### config.mk
export PLATFORM = sky130hd
export DESIGN_NAME = dsi_packet_assembler
export DESIGN_NICKNAME = d
export VERILOG_FILES = /design/src/rtl/dsi_packet_assembler.sv
export SDC_FILE = /design/constraint.sdc
export NUM_CORES = 1
export LEC_CHECK = 0
export CAP_MARGIN = 15
export CORE_AREA = 4 4 114 105
export DETAILED_ROUTE_END_ITERATION = 7
export DIE_AREA = 0 0 118 109
export PLACE_DENSITY = 0.85
export SETUP_SLACK_MARGIN = 0.02
export SKIP_LAST_GASP = 1
export SLEW_MARGIN = 20
export SYNTH_ARGS = -nofsm -noshare
export SYNTH_HDL_FRONTEND = slang
export SYNTH_SLANG_ARGS = --single-unit
### constraint.sdc
create_clock -name clk -period 11.7 [get_ports clk]
set_clock_uncertainty 0.1 [all_clocks]
set_input_delay 2.34 -clock clk [delete_from_list [all_inputs] [get_ports clk]]
set_output_delay 2.34 -clock clk [all_outputs]
set_load 0.005 [all_outputs]
### src/rtl/dsi_packet_assembler.sv
// DSI packet sequencer: header {ECC,WC,DI}, masked payload beats with running CRC-16, 2-byte CRC footer.
// Header and payload beats appear 1 cycle after accept; a single output register holds its beat stable while stalled.
module dsi_packet_assembler #(
  parameter logic [15:0] CRC_INIT = 16'hFFFF,
  parameter logic [15:0] MAX_WC   = 16'hFFFF
) (
  input  logic        clk,
  input  logic        reset_n,
  input  logic        i_cmd_valid,
  output logic        o_cmd_ready,
  input  logic        i_cmd_long,
  input  logic [7:0]  i_cmd_data_id,
  input  logic [15:0] i_cmd_word_count,
  input  logic        i_pld_valid,
  output logic        o_pld_ready,
  input  logic [31:0] i_pld_data,
  output logic        o_out_valid,
  input  logic        i_out_ready,
  output logic [31:0] o_out_data,
  output logic [1:0]  o_out_bytes,
  output logic        o_out_last,
  output logic        o_busy,
  output logic        o_pkt_done
);

  typedef enum logic [1:0] {S_IDLE, S_PLD, S_FTR, S_WAIT_END} state_t;

  state_t      r_state, w_state_nxt;
  logic [15:0] r_crc, w_crc_nxt, w_crc_pld;
  logic [15:0] r_rem, w_rem_nxt;
  logic        r_out_valid, r_out_last;
  logic [31:0] r_out_data;
  logic [1:0]  r_out_bytes;
  logic        w_out_ld, w_last_hs, w_over;
  logic        w_ld, w_ld_last;
  logic [31:0] w_ld_data, w_pld_msk, w_hdr;
  logic [1:0]  w_ld_bytes;
  logic [15:0] w_wc;
  logic [2:0]  w_n;

  function automatic logic [5:0] ecc_calc(input logic [23:0] d);
    ecc_calc[0] = ^(d & 24'hF12CB7);
    ecc_calc[1] = ^(d & 24'hF2555B);
    ecc_calc[2] = ^(d & 24'h749A6D);
    ecc_calc[3] = ^(d & 24'hB8E38E);
    ecc_calc[4] = ^(d & 24'hDF03F0);
    ecc_calc[5] = ^(d & 24'hEFFC00);
  endfunction

  // Byte-wise reflected CCITT update (polynomial 0x8408), LSB of each byte first on the wire.
  function automatic logic [15:0] crc_byte(input logic [15:0] c, input logic [7:0] d);
    logic [7:0] x;
    x = d ^ c[7:0];
    x = x ^ {x[3:0], 4'h0};
    crc_byte = {x, c[15:8]} ^ {12'h000, x[7:4]} ^ {5'h00, x, 3'b000};
  endfunction

  assign w_out_ld  = !r_out_valid || i_out_ready;
  assign w_last_hs = r_out_valid && i_out_ready && r_out_last;
  assign w_over    = 17'(i_cmd_word_count) > 17'(MAX_WC);
  assign w_wc      = (i_cmd_long && w_over) ? MAX_WC : i_cmd_word_count;
  assign w_hdr     = {2'b00, ecc_calc({w_wc, i_cmd_data_id}), w_wc, i_cmd_data_id};
  assign w_n       = (r_rem >= 16'd4) ? 3'd4 : r_rem[2:0];

  always_comb begin
    w_pld_msk = '0;
    w_crc_pld = r_crc;
    for (int i = 0; i < 4; i++) begin
      if (3'(i) < w_n) begin
        w_pld_msk[8*i +: 8] = i_pld_data[8*i +: 8];
        w_crc_pld = crc_byte(w_crc_pld, i_pld_data[8*i +: 8]);
      end
    end
  end

  always_comb begin
    w_state_nxt = r_state;
    o_cmd_ready = 1'b0;
    o_pld_ready = 1'b0;
    w_ld        = 1'b0;
    w_ld_data   = '0;
    w_ld_bytes  = '0;
    w_ld_last   = 1'b0;
    w_crc_nxt   = r_crc;
    w_rem_nxt   = r_rem;
    case (r_state)
      S_IDLE: o_cmd_ready = 1'b1;
      S_PLD: begin
        o_pld_ready = w_out_ld;
        if (i_pld_valid && w_out_ld) begin
          w_ld       = 1'b1;
          w_ld_data  = w_pld_msk;
          w_ld_bytes = 2'(w_n - 3'd1);
          w_crc_nxt  = w_crc_pld;
          w_rem_nxt  = r_rem - {13'h0000, w_n};
          if (r_rem == {13'h0000, w_n}) w_state_nxt = S_FTR;
        end
      end
      S_FTR: begin
        if (w_out_ld) begin
          w_ld        = 1'b1;
          w_ld_data   = {16'h0000, r_crc};
          w_ld_bytes  = 2'd1;
          w_ld_last   = 1'b1;
          w_state_nxt = S_WAIT_END;
        end
      end
      S_WAIT_END: begin
        o_cmd_ready = i_out_ready;
        if (w_last_hs) w_state_nxt = S_IDLE;
      end
      default: w_state_nxt = S_IDLE;
    endcase
    // The header is loaded on the accept edge itself, so a command taken
    // alongside the previous footer handshake follows it with no idle beat.
    if (o_cmd_ready && i_cmd_valid) begin
      w_ld        = 1'b1;
      w_ld_data   = w_hdr;
      w_ld_bytes  = 2'd3;
      w_ld_last   = !i_cmd_long;
      w_crc_nxt   = CRC_INIT;
      w_rem_nxt   = w_wc;
      if (!i_cmd_long)       w_state_nxt = S_WAIT_END;
      else if (w_wc == '0)   w_state_nxt = S_FTR;
      else                   w_state_nxt = S_PLD;
    end
  end

  always_ff @(posedge clk or negedge reset_n) begin
    if (!reset_n) r_state <= S_IDLE;
    else          r_state <= w_state_nxt;
  end

  always_ff @(posedge clk or negedge reset_n) begin
    if (!reset_n) begin
      r_crc       <= CRC_INIT;
      r_rem       <= '0;
      r_out_valid <= 1'b0;
      r_out_data  <= '0;
      r_out_bytes <= '0;
      r_out_last  <= 1'b0;
    end else begin
      r_crc <= w_crc_nxt;
      r_rem <= w_rem_nxt;
      if (w_ld) begin
        r_out_valid <= 1'b1;
        r_out_data  <= w_ld_data;
        r_out_bytes <= w_ld_bytes;
        r_out_last  <= w_ld_last;
      end else if (i_out_ready) begin
        r_out_valid <= 1'b0;
      end
    end
  end

  assign o_out_valid = r_out_valid;
  assign o_out_data  = r_out_data;
  assign o_out_bytes = r_out_bytes;
  assign o_out_last  = r_out_last;
  assign o_busy      = (r_state != S_IDLE);
  assign o_pkt_done  = w_last_hs;

endmodule

==> metrics.md <==
| Metric | Value |
|---|---|
| Initial antenna violation count | 0 |
| Buffers on Ports | between 100 and 150 |
| Final net count | ~880 |
| CTS tree | built |
| Ant diodes | 0 |
| Die width | approximately 120 um |
| Core area | 10700 sq um |
| CTS Hold Buffers Added | 0 |
| Setup Fix Bufs, Post-CTS | 0 |
| Setup TNS | 0 ns |
| Fillcell total | 868 |
| FFs w/ async S/R, synth | 100% |
| CP most frequent cell | xnor2_1 |
| Final Hold Fails | 0 |
| Htree depth | 3 |
| Worst hold path type | reg -> reg |
| First-pass GRT wire length | 31.8 mm |
| Clock sinks | 70 |
| Tightest Pin Transition | between 0.9 and 1 ns |
| Drt pass-1 iters | 5 |
| DRC Markers | 0 |
| Post-Synth Adder-Cell Area | ~2.6% |
| Grt ovf | 0 |
| RSZ-0062 raised after global routing | no |
| Dpl hpwl | around 16 mm |
| CTS Buffer Depth | 2 |
| Iter 0 DRT Violations | 639 |
| Gpl congestion | approximately 0.95 |
| Post-synthesis mux area share | ~3.2% |
| Main combinational cell family by area after synthesis | XOR/XNOR gates |
| Layout Area Growth over Synthesis | 22.4% |
| Synth Area in Compound Gates | between 10% and 20% |
| Crit-path max cell delay | between 0.5 and 0.6 ns |
| Post-DR wirelength/cell | 21.6 um |
| Commonest non-fill, non-tap cells in the layout | xnor2_1 (103), clkdlybuf4s50_1 (100), nand2_1 (72), nor2_1 (57), dfrtp_1 (54) |
| Minimum clock period | 6.33 ns |
| Startpoint types | primary input |
| Tot GR Track Use | a little under a third |
| Row count | 36 |
| Top-level port count | between 100 and 150 |
| CTS Buf Count | 9 |
| Synth warn | 0 |
| Pin count of the biggest net entering global routing | a little over 70 |
| Number of global-route vias before repair | around 5.8k |
| Sequential cell area fraction in the yosys report | between 20% and 30% |
| Via Count | around 6k |
| Post-Syn Area per Cell | just under 9 sq um |
| Die height | between 100 and 150 um |
| Final setup viols | 0 |
| Root Buffer | clkbuf_16 |
| Placed cell count | between 900 and 1k |
| Post-CTS sizing | 0 |
| Fin cells | 938 |
| Fmax | 158 MHz |
| Cell Area, Synth | roughly 6200 sq um |
| Req. time, crit path | approximately 12 ns |
| CP arrival | about 6.5 ns |
| Max-cap violation count | 0 |
| Fin crit share | 54.1% |
| Multi-input gate area | approximately 4200 sq um |
| Layout cells sized above 1 | approximately 7.7% |
| Simple-gate share of the synthesized area | approximately 16% |
| Vias/cell | between 6 and 7 |
| Crit path kind | in -> reg |
| Post-Synthesis Cells | about 720 |
| Crit end category | flop |
| Slowest cell on crit path | xnor2_1 |
| Clock latency at the later pin of the worst-skew pair | 0.35 ns |
| Pins over their slew limit | 0 |
| Primary FF master, synth | dfrtp_1 |
| Status | finished, final reports clean |
| Total nets after synthesis | just under 800 |
| Register area | between 1500 and 2000 sq um |
| FF+latch count, synth | 70 |
| Die footprint | between 10000 and 15000 sq um |
| Slew Limit Headroom | between 30% and 40% |
| Post-synth EDFFs | 0 |
| Drt total wl | 20.3 mm |
| Critical-path cell list | clkdlybuf4s50_1, xnor2_1, xnor3_1, o211ai_1, nand3_2, xnor2_2, o211ai_1, nand2_1, xnor3_1, mux2i_1, xnor2_1, xnor2_1, nor4_1, or3_1 |
| Commonest non-fill, non-tap cell in the layout | xnor2_1 |
| XOR/XNOR share of the synthesized area | between 20% and 30% |
| Reg clk slew, reported paths | 0.07 ns |
| Post-synth cell types | 66 |
| Max Fanout on Critical Path | 5 |
| Starting Density | between 50 and 60% |
| ANT nets after route | 0 |
## synth_stat cells (all sizes together), types with 15 or more instances
cell / n / area (sq um)
nand2: 72 / 270
xnor2: 105 / 935
a22oi: 34 / 255
xor2: 40 / 365
mux2i: 15 / 163
clkbuf: 31 / 116
dfrtp: 54 / 1350
o211ai: 19 / 143
a21oi: 43 / 223
dfstp: 16 / 420
inv: 22 / 82.6
nor2: 58 / 234
o21ai: 51 / 259
nand3: 17 / 90.1
## cell families (layout without fill, tap and decap cells)
| logic type | Yosys count | count (layout) |
|---|---|---|
| buffers and inverters | 59 | 147 |
| adders and majority gates | 13 | 13 |
| AOI/OAI and AO/OA | 186 | 186 |
| muxes | 18 | 18 |
| DFF | 70 | 70 |
| xor gates and xnor gates | 161 | 161 |
| other | 1 | 1 |
| and+or+nand+nor | 209 | 209 |
## path summary, 6_finish.rpt
path,slack [ns],startpoint,cells after the start,end
hold reg to reg,0.40,o_out_data[26],2,o_out_data[26]
hold / removal,0.40,o_out_data[26],2,o_out_data[26]
setup reg to reg,6.41,r_rem[12],13,r_crc[10]
min in group asynchronous,2.11,reset_n,2,r_rem[5]
max in group asynchronous,8.82,reset_n,2,o_out_data[9]
setup / recovery,5.37,i_pld_data[0],14,r_crc[10]
## metal layers
| layer | GRT usage (%) | vias to the layer above | share of wire [%] |
|---|---|---|---|
| li1 | - | 2678 | - |
| met1 | 40.9 | 2840 | 41 |
| met2 | 52.2 | 322 | 46 |
| met3 | 6.43 | 77 | 8.2 |
| met4 | 15.0 | 0 | 4.3 |
| met5 | 0 | - | 0 |
## state kept, by name, indices dropped and copies added (netlist names)
| register | count |
|---|---|
| r_crc | 16 |
| o_out_data | 32 |
| r_state | 2 |
| o_out_bytes | 2 |
| r_rem | 16 |
| o_out_valid | 1 |
| o_out_last | 1 |
## final cells by class
type	instances	share of cell area [%]
Sequential cell	70	23.3
Timing Repair Buffer	109	14.0
Tap cell	133	2.19
Clock buffer	9	2.96
Inverter	22	1.08
Multi-Input combinational cell	588	55.7
Clock inverter	7	0.838
## through the flow
stage               util (%)  area [sq um]  setup slack, ns  hold slack [ns]
global placement        68.2          7310             5.09            0.386
detailed placement      68.2          7310             5.07            0.391
global route            71.0          7610             5.15            0.430
CTS                     70.9          7600             5.44            0.409
floorplan                  -          6220             6.16            0.385
finish                  71.0          7610             5.37            0.404
## worst max-delay path: cells and delay by family
kind / cells / cell delay (ns)
xor+xnor: 6 / 2.22
simple gates: 4 / 0.86
buf+inv: 1 / 0.51
compound gates: 2 / 0.33
mux: 1 / 0.25
Power is left out: the tool's default activity adds up to more than one toggle a clock period on the data nets, which glitch-free logic cannot reach.
